**config.mk**
```make
export PLATFORM = sky130hd
export DESIGN_NAME = nibble_serial_adder
export DESIGN_NICKNAME = d
export VERILOG_FILES = /design/src/rtl/nibble_serial_adder.sv
export SDC_FILE = /design/constraint.sdc
export NUM_CORES = 1
export LEC_CHECK = 0
export ABC_AREA = 0
export CORE_MARGIN = 2
export CORE_UTILIZATION = 40
export CTS_BUF_LIST = sky130_fd_sc_hd__clkbuf_16
export DETAILED_ROUTE_END_ITERATION = 8
export PLACE_DENSITY = 0.63
export SYNTH_ARGS = -nofsm -noshare
export SYNTH_HDL_FRONTEND = slang
export SYNTH_SLANG_ARGS = --single-unit
```
**constraint.sdc**
```tcl
create_clock -name clk -period 4.9 [get_ports clk]
set_input_delay 0.735 -clock clk [delete_from_list [all_inputs] [get_ports clk]]
set_output_delay 0.735 -clock clk [all_outputs]
set_load 0.005 [all_outputs]
```
**src/rtl/nibble_serial_adder.sv**
```systemverilog
// Nibble-serial adder: one 4-bit ripple-carry slice reused once per cycle,
// with a valid/ready handshake on both operand and result sides.

module nibble_rca (
    input  logic [3:0] a,
    input  logic [3:0] b,
    input  logic       c,
    output logic [3:0] sum,
    output logic       cout
);
    logic c1;
    logic c2;
    logic c3;

    assign sum[0] = a[0] ^ b[0] ^ c;
    assign c1     = (a[0] & b[0]) | (c & (a[0] ^ b[0]));
    assign sum[1] = a[1] ^ b[1] ^ c1;
    assign c2     = (a[1] & b[1]) | (c1 & (a[1] ^ b[1]));
    assign sum[2] = a[2] ^ b[2] ^ c2;
    assign c3     = (a[2] & b[2]) | (c2 & (a[2] ^ b[2]));
    assign sum[3] = a[3] ^ b[3] ^ c3;
    assign cout   = (a[3] & b[3]) | (c3 & (a[3] ^ b[3]));
endmodule

module nibble_serial_adder #(
    parameter int NIBBLES = 4
) (
    input  logic                 clk,
    input  logic                 rst,
    input  logic                 in_valid,
    output logic                 in_ready,
    input  logic [4*NIBBLES-1:0] a,
    input  logic [4*NIBBLES-1:0] b,
    input  logic                 c,
    output logic                 out_valid,
    input  logic                 out_ready,
    output logic [4*NIBBLES-1:0] sum,
    output logic                 cout,
    output logic                 overflow,
    output logic                 busy
);
    localparam int W  = 4 * NIBBLES;
    localparam int CW = (NIBBLES > 1) ? $clog2(NIBBLES) : 1;
    localparam logic [CW-1:0] LAST = CW'(NIBBLES - 1);

    typedef enum logic [1:0] {
        IDLE = 2'd0,
        RUN  = 2'd1,
        DONE = 2'd2
    } state_t;

    state_t        state;
    logic [W-1:0]  a_q;
    logic [W-1:0]  b_q;
    logic [W-1:0]  sum_q;
    logic [CW-1:0] idx;
    logic          carry;
    logic          fin;
    logic          cout_q;
    logic          ovf_q;

    logic [3:0] nib_a;
    logic [3:0] nib_b;
    logic [3:0] nib_s;
    logic       nib_c;

    assign nib_a = a_q[4*idx +: 4];
    assign nib_b = b_q[4*idx +: 4];

    nibble_rca u_rca (
        .a    (nib_a),
        .b    (nib_b),
        .c    (carry),
        .sum  (nib_s),
        .cout (nib_c)
    );

    // fin marks that the top nibble is written; the following edge
    // enters DONE and samples flags from the complete sum register.
    always_ff @(posedge clk) begin
        if (rst) begin
            state  <= IDLE;
            a_q    <= '0;
            b_q    <= '0;
            sum_q  <= '0;
            idx    <= '0;
            carry  <= 1'b0;
            fin    <= 1'b0;
            cout_q <= 1'b0;
            ovf_q  <= 1'b0;
        end else begin
            case (state)
                IDLE: begin
                    if (in_valid) begin
                        a_q   <= a;
                        b_q   <= b;
                        carry <= c;
                        idx   <= '0;
                        sum_q <= '0;
                        fin   <= 1'b0;
                        state <= RUN;
                    end
                end
                RUN: begin
                    if (!fin) begin
                        sum_q[4*idx +: 4] <= nib_s;
                        carry             <= nib_c;
                        if (idx == LAST) begin
                            fin <= 1'b1;
                        end else begin
                            idx <= idx + 1'b1;
                        end
                    end else begin
                        cout_q <= carry;
                        ovf_q  <= (a_q[W-1] == b_q[W-1])
                               && (sum_q[W-1] != a_q[W-1]);
                        state  <= DONE;
                    end
                end
                DONE: begin
                    if (out_ready) begin
                        state <= IDLE;
                    end
                end
                default: state <= IDLE;
            endcase
        end
    end

    assign in_ready  = (state == IDLE);
    assign out_valid = (state == DONE);
    assign busy      = (state != IDLE);
    assign sum       = sum_q;
    assign cout      = cout_q;
    assign overflow  = ovf_q;
endmodule

```
; Word-level counts from Yosys, hierarchy flattened
; Cells that the tools add are included.
[word_totals]
ff_bits = 56
in_bits = 37
out_inout_bits = 21
wordCells = 74
[op_classes]
n_addsub = 2
eq_ne = 10
shift = 4
n_mux = 19
bitwise_logic = 20
reduce_logical = 10
[op_table]
columns = op, count
row1 = negation 4 -> 34 bit, 1
row2 = "variable shift 4 x 34 -> 16 bit, first input constant", 1
row3 = indexed part select 4 x 34 -> 16 bit, 1
row4 = 2-to-1 mux 16 bit, 2
row5 = one-hot mux 16 bit (2 select lines), 1
row6 = indexed part select 16 x 5 -> 4 bit, 2
row7 = bitwise mux 16 bit, 1
row8 = 2-to-1 mux 2 bit, 6
row9 = bitwise AND 1 bit, 8
row10 = "!= test 2 bit, second input constant", 4
row11 = XOR 1 bit, 8
row12 = one-hot mux 2 bit (3 select lines), 1
row13 = AND reduction 2 bit, 3
row14 = AND reduction 3 bit, 2
row15 = 2-to-1 mux 1 bit, 5
row16 = "equality test 2 bit, second input constant", 2
row17 = OR 1 bit, 4
row18 = one-hot mux 1 bit (2 select lines), 2
row19 = one-hot mux 2 bit (2 select lines), 1
row20 = AND reduction 4 bit, 1
row21 = nonzero test 2 bit, 2
row22 = "adder 2 x 1 -> 2 bit, second input constant", 1
row23 = "equality test 2 x 1 -> 1 bit, second input constant", 1
row24 = zero test 2 bit, 1
row25 = other kinds (4), 4

; Longest topological paths before layout
[logic_depth]
ltp_word = 13
mapped_depth = 11
mapped_depth_nobuf = 10

; Modules after synthesis
; Synthesis repeated with hierarchy kept, for this count alone.
[unflattened]
hier_cells = 303
hier_area_um2 = 2592.5
[modules_own_cells]
columns = module, n_inst, cells_each, area_per_inst_um2, seq_area_each_um2
row1 = nibble_serial_adder, 1, 289, 2474.9, 1121.1
row2 = nibble_rca, 1, 14, 117.6, 0.0

; Worst setup path after synthesis
; No wires, ideal clock.
[synth_path]
path_kind = reg-to-reg
startpoint = register idx[1]
endpoint = register sum_q[15], in the netlist sum[15]
setup_ps = 128
t_arrival_ps = 2685
required_time_ps = 4772
setup_slack_ps = 2088
path_stages_with_launch = 12
n_path_buf = 1
synth_period_minus_slack_ps = 2812
cell_sequence = dfxtp_1 clkbuf_1 mux4_2 inv_1 fa_1 fa_1 inv_1 fa_1 fa_1 nor4b_1 mux2i_1 nor2_1
[synth_between]
elab_chain_len = 13
word_cells_on_any_way = 25
classes_between = add/sub (1) / shift (4) / mux (3) / bitwise (17)
[synth_rtl]
columns = element, line_no
row1 = from (decl), 56  ; logic [CW-1:0] idx;
row2 = from (signal assigned), 111  ; idx <= idx + 1'b1;
row3 = "indexed part select 16 x 5 -> 4 bit, on equally long branches", "67, 68"
row4 = XOR 1 bit, "15, 16"
row5 = bitwise AND 1 bit, 16  ; assign c1 = (a[0] & b[0]) | (c & (a[0] ^ b[0]));
row6 = OR 1 bit, 16
row7 = bitwise AND 1 bit, 18  ; assign c2 = (a[1] & b[1]) | (c1 & (a[1] ^ b[1]));
row8 = OR 1 bit, 18
row9 = bitwise AND 1 bit, 20  ; assign c3 = (a[2] & b[2]) | (c2 & (a[2] ^ b[2]));
row10 = OR 1 bit, 20
row11 = XOR 1 bit, 21  ; assign sum[3] = a[3] ^ b[3] ^ c3;
row12 = indexed part select 4 x 34 -> 16 bit, 106  ; sum_q[4*idx +: 4] <= nib_s;
row13 = bitwise mux 16 bit *, 106
row14 = 2-to-1 mux 16 bit *, 105  ; if (!fin) begin
row15 = one-hot mux 16 bit (2 select lines) *, 92  ; case (state)
row16 = "to (signal, indexed assignment)", 106
row17 = to (decl), 55  ; logic [W-1:0] sum_q;
; Mark *: on every way between the ends. The rest lies on a longest branch, timed or not. The select of a mux whose other input is x is not followed.
; A chain may end at the register's enable or synchronous reset.

; Final worst setup path
[layout_path]
startpoint = register idx[0]
endpoint = register sum_q[15], in the netlist sum[15]
; The elaborated chain is that of the path after synthesis.

==> out/results.txt <==
Die H: 84.0 um
FILL cells: 603
Hold_buf cts: 0
Die W: 84.0 um
Overall Power: 987 uW
Hold Startpoint: cout
Dpl ws: 1490 ps
Largest family of logic cells by synthesized area: simple AND/OR/NAND/NOR gates
R2r endpoint: sum[15]
ANT cells: 0
Detail Placement HPWL: 3870 um
Rel. slew slack: 27.4%
Crit-path max FO: 16
Ports: 58
Setup repair bufs after CTS: 0
Detail Route Antenna Nets: 0
Clock tree buffer depth: 2
Crit path launch type: register
Max-slew violation count: 0
CP endpoint kind: register
Most frequent CP cell: fa_1
Final setup fails: 0
Syn-to-layout area delta: 29.0%
Worst setup path class: reg -> reg
Storage element area: 0.00112 sq mm
Root Driver: clkbuf_16
First-pass GRT wire length: 9340 um
XOR/XNOR Fraction of Synth Area: 0%
Final setup margin: 1510 ps
Post-Syn Instances: 293
RSZ-0062 raised after global routing: false
FP Rows: 29
Fin crit share: 69.3%
R2R cell count: 10
Yosys Warn Count: 0
Yosys top cell by area: dfxtp_1
Crit path cell chain: mux4_2 -> inv_1 -> fa_1 -> fa_1 -> inv_1 -> fa_1 -> fa_1 -> nor4b_1 -> mux2i_1 -> nor2_1
Leading post-synthesis cells by cell area: dfxtp_1 (44%), nand2_1 (11%), a21oi_1 (8.2%)
Post-synthesis mux area share: 11.4%
PortBufs: 57
Post-Syn Area: 0.00256 sq mm
Initial DRC count: 71
Multi-input logic area: 0.00133 sq mm
Clk_lat worst skew: 290 ps
Worst VDD drop: 136 uV
Clk sinks: 56
Hold path cells: 2
Drt total wl: 5430 um
Arr. time, crit path: 3610 ps
GPL Wtd Cong: 0.805
Clock buffer count from CTS: 5
Ys async rst share: 0%
Count leader, synth: nand2_1
Launching point of the worst reg2reg path: idx[0]
Hold Path End: cout
Clock slew at reported path FFs: 70 ps
Setup TNS: 0 ps
Post-layout util: 52.5%
Post-CTS Resized: 0
Crit path max-delay cell type: dfxtp_1
Share of cells above drive strength 1: 7.60%
Reg-to-reg setup timing slack: 1510 ps
Top cells by count, synth: nand2_1 (72), dfxtp_1 (56), a21oi_1 (42), nor2_1 (21)
Crit path time final: 3390 ps
CP peak stage delay: 820 ps
EDFF count, synth: 0
Sequential area share after synthesis: 43.8%
Share of the synthesized area in the top cell type: 43.8%
Leakage: 1.19 nW
Total of max-cap violations: 0
Synthesis-stage register bit count: 56
Post-synthesis simple-gate area fraction: 24.9%
Antenna violations before repair: 0
Initial Util: 40.7%
Vias: 2097
Drt via density: 5.00
Hold Crit Class: reg -> reg
Status: complete, no violations
PwrDens: 299 mW/mm^2
Core Box Area: 0.00628 sq mm
Die area: 0.00705 sq mm
Most common flop cell mapped by yosys: dfxtp_1
Mean post-synth cell area: 8.73 sq um
Hold_ws: 454 ps
Largest net degree at the start of global routing: 57
Compound-Gate Fraction of Synth Area: 10.5%
Max Clock Freq: 295 MHz
Vias in the first global route: 1983
Post-synthesis adder-cell area fraction: 5.09%
GRT Residual Overflow: 0
Unique cell type count in the Yosys netlist: 31
Post-synth net total: 338
GR Util All Layers: 16.2%
Worst Tran Pin Value: 1090 ps
Drt wl/cell: 12.9 um
CTS tree: yes
CP required: 5120 ps
H-Tree Depth: 2
Drt first pass iters: 4
Final hold violations: 0
Layout Nets: 386
Residual DRC: 0
Setup skew after layout: 4.25 ps
report_power, final:
| part | internal, mW | leakage [nW] | switching (mW) |
|---|---|---|---|
| combinational | 0.0747 | 0.659 | 0.0702 |
| sequential | 0.474 | 0.457 | 0.0183 |
| clock | 0.189 | 0.0736 | 0.160 |
layout by cell type (no fill, tap or decap), types with 2 or more instances in the layout:
cell | synthesis | layout
a21oi_1 | 42 | 42
a21oi_2 | 3 | 3
a22oi_1 | 2 | 2
clkbuf_16 | 0 | 5
clkdlybuf4s50_1 | 0 | 56
clkinv_2 | 0 | 2
dfxtp_1 | 56 | 56
fa_1 | 4 | 4
ha_1 | 4 | 4
inv_1 | 9 | 9
mux2i_1 | 11 | 11
mux4_2 | 8 | 8
nand2_1 | 72 | 72
nand2b_1 | 11 | 11
nand3_1 | 7 | 7
nand3b_1 | 3 | 3
nor2_1 | 21 | 21
nor2b_1 | 2 | 2
nor3_1 | 7 | 7
nor4_1 | 2 | 2
nor4b_1 | 2 | 2
layer usage:
layer	up-vias	part of all wire [%]	GRT usage [%]
li1	1087	-	-
met1	961	49	22.6
met2	44	47	25.5
met3	5	3.7	3.36
met4	0	1.1	4.84
met5	-	0	0
layout make-up:
class	count	area share, %
inverter	9	1.02
multi-input combinational	211	40.3
clock buffer	5	3.79
clock inverter	3	0.569
sequential	56	34.0
tap	77	2.92
timing repair buffer	58	17.4
worst max-delay path, delay by kind of cell (launching register included):
family        cells  cell delay, ps
mux               2             700
flops             1             820
buf+inv           2             140
simple gates      2             360
fa+ha+maj         4            1310
logic make-up after synthesis:
group | Yosys count
buffers and inverters | 26
multiplexers | 19
AO/OA/AOI/OAI | 49
adder cells (fa/ha/maj) | 8
AND/OR/NAND/NOR | 135
flip-flops | 56
metrics by stage:
stage / instances / instance area, sq um
floorplan: 293 / 2560
global placement: 411 / 3150
detailed placement: 411 / 3150
CTS: 419 / 3300
global route: 419 / 3300
finish: 419 / 3300
worst max path at each step:
stage                     depth (start not counted)    from  slack (ps)       to
after CTS                                        10  idx[0]        1450  sum[15]
after global routing                             10  idx[0]        1230  sum[15]
final                                            10  idx[0]        1510  sum[15]
after global placement                           10  idx[0]        1590  sum[15]
after floorplan                                  11  idx[1]        2090  sum[15]
after detailed placement                         10  idx[0]        1490  sum[15]
state kept, by name, indices dropped and copies added (netlist names):
register / count
a_q: 16
b_q: 16
carry: 1
cout: 1
fin: 1
idx: 2
overflow: 1
state: 2
sum: 16
No activity file was read; power rests on OpenSTA's default activity.
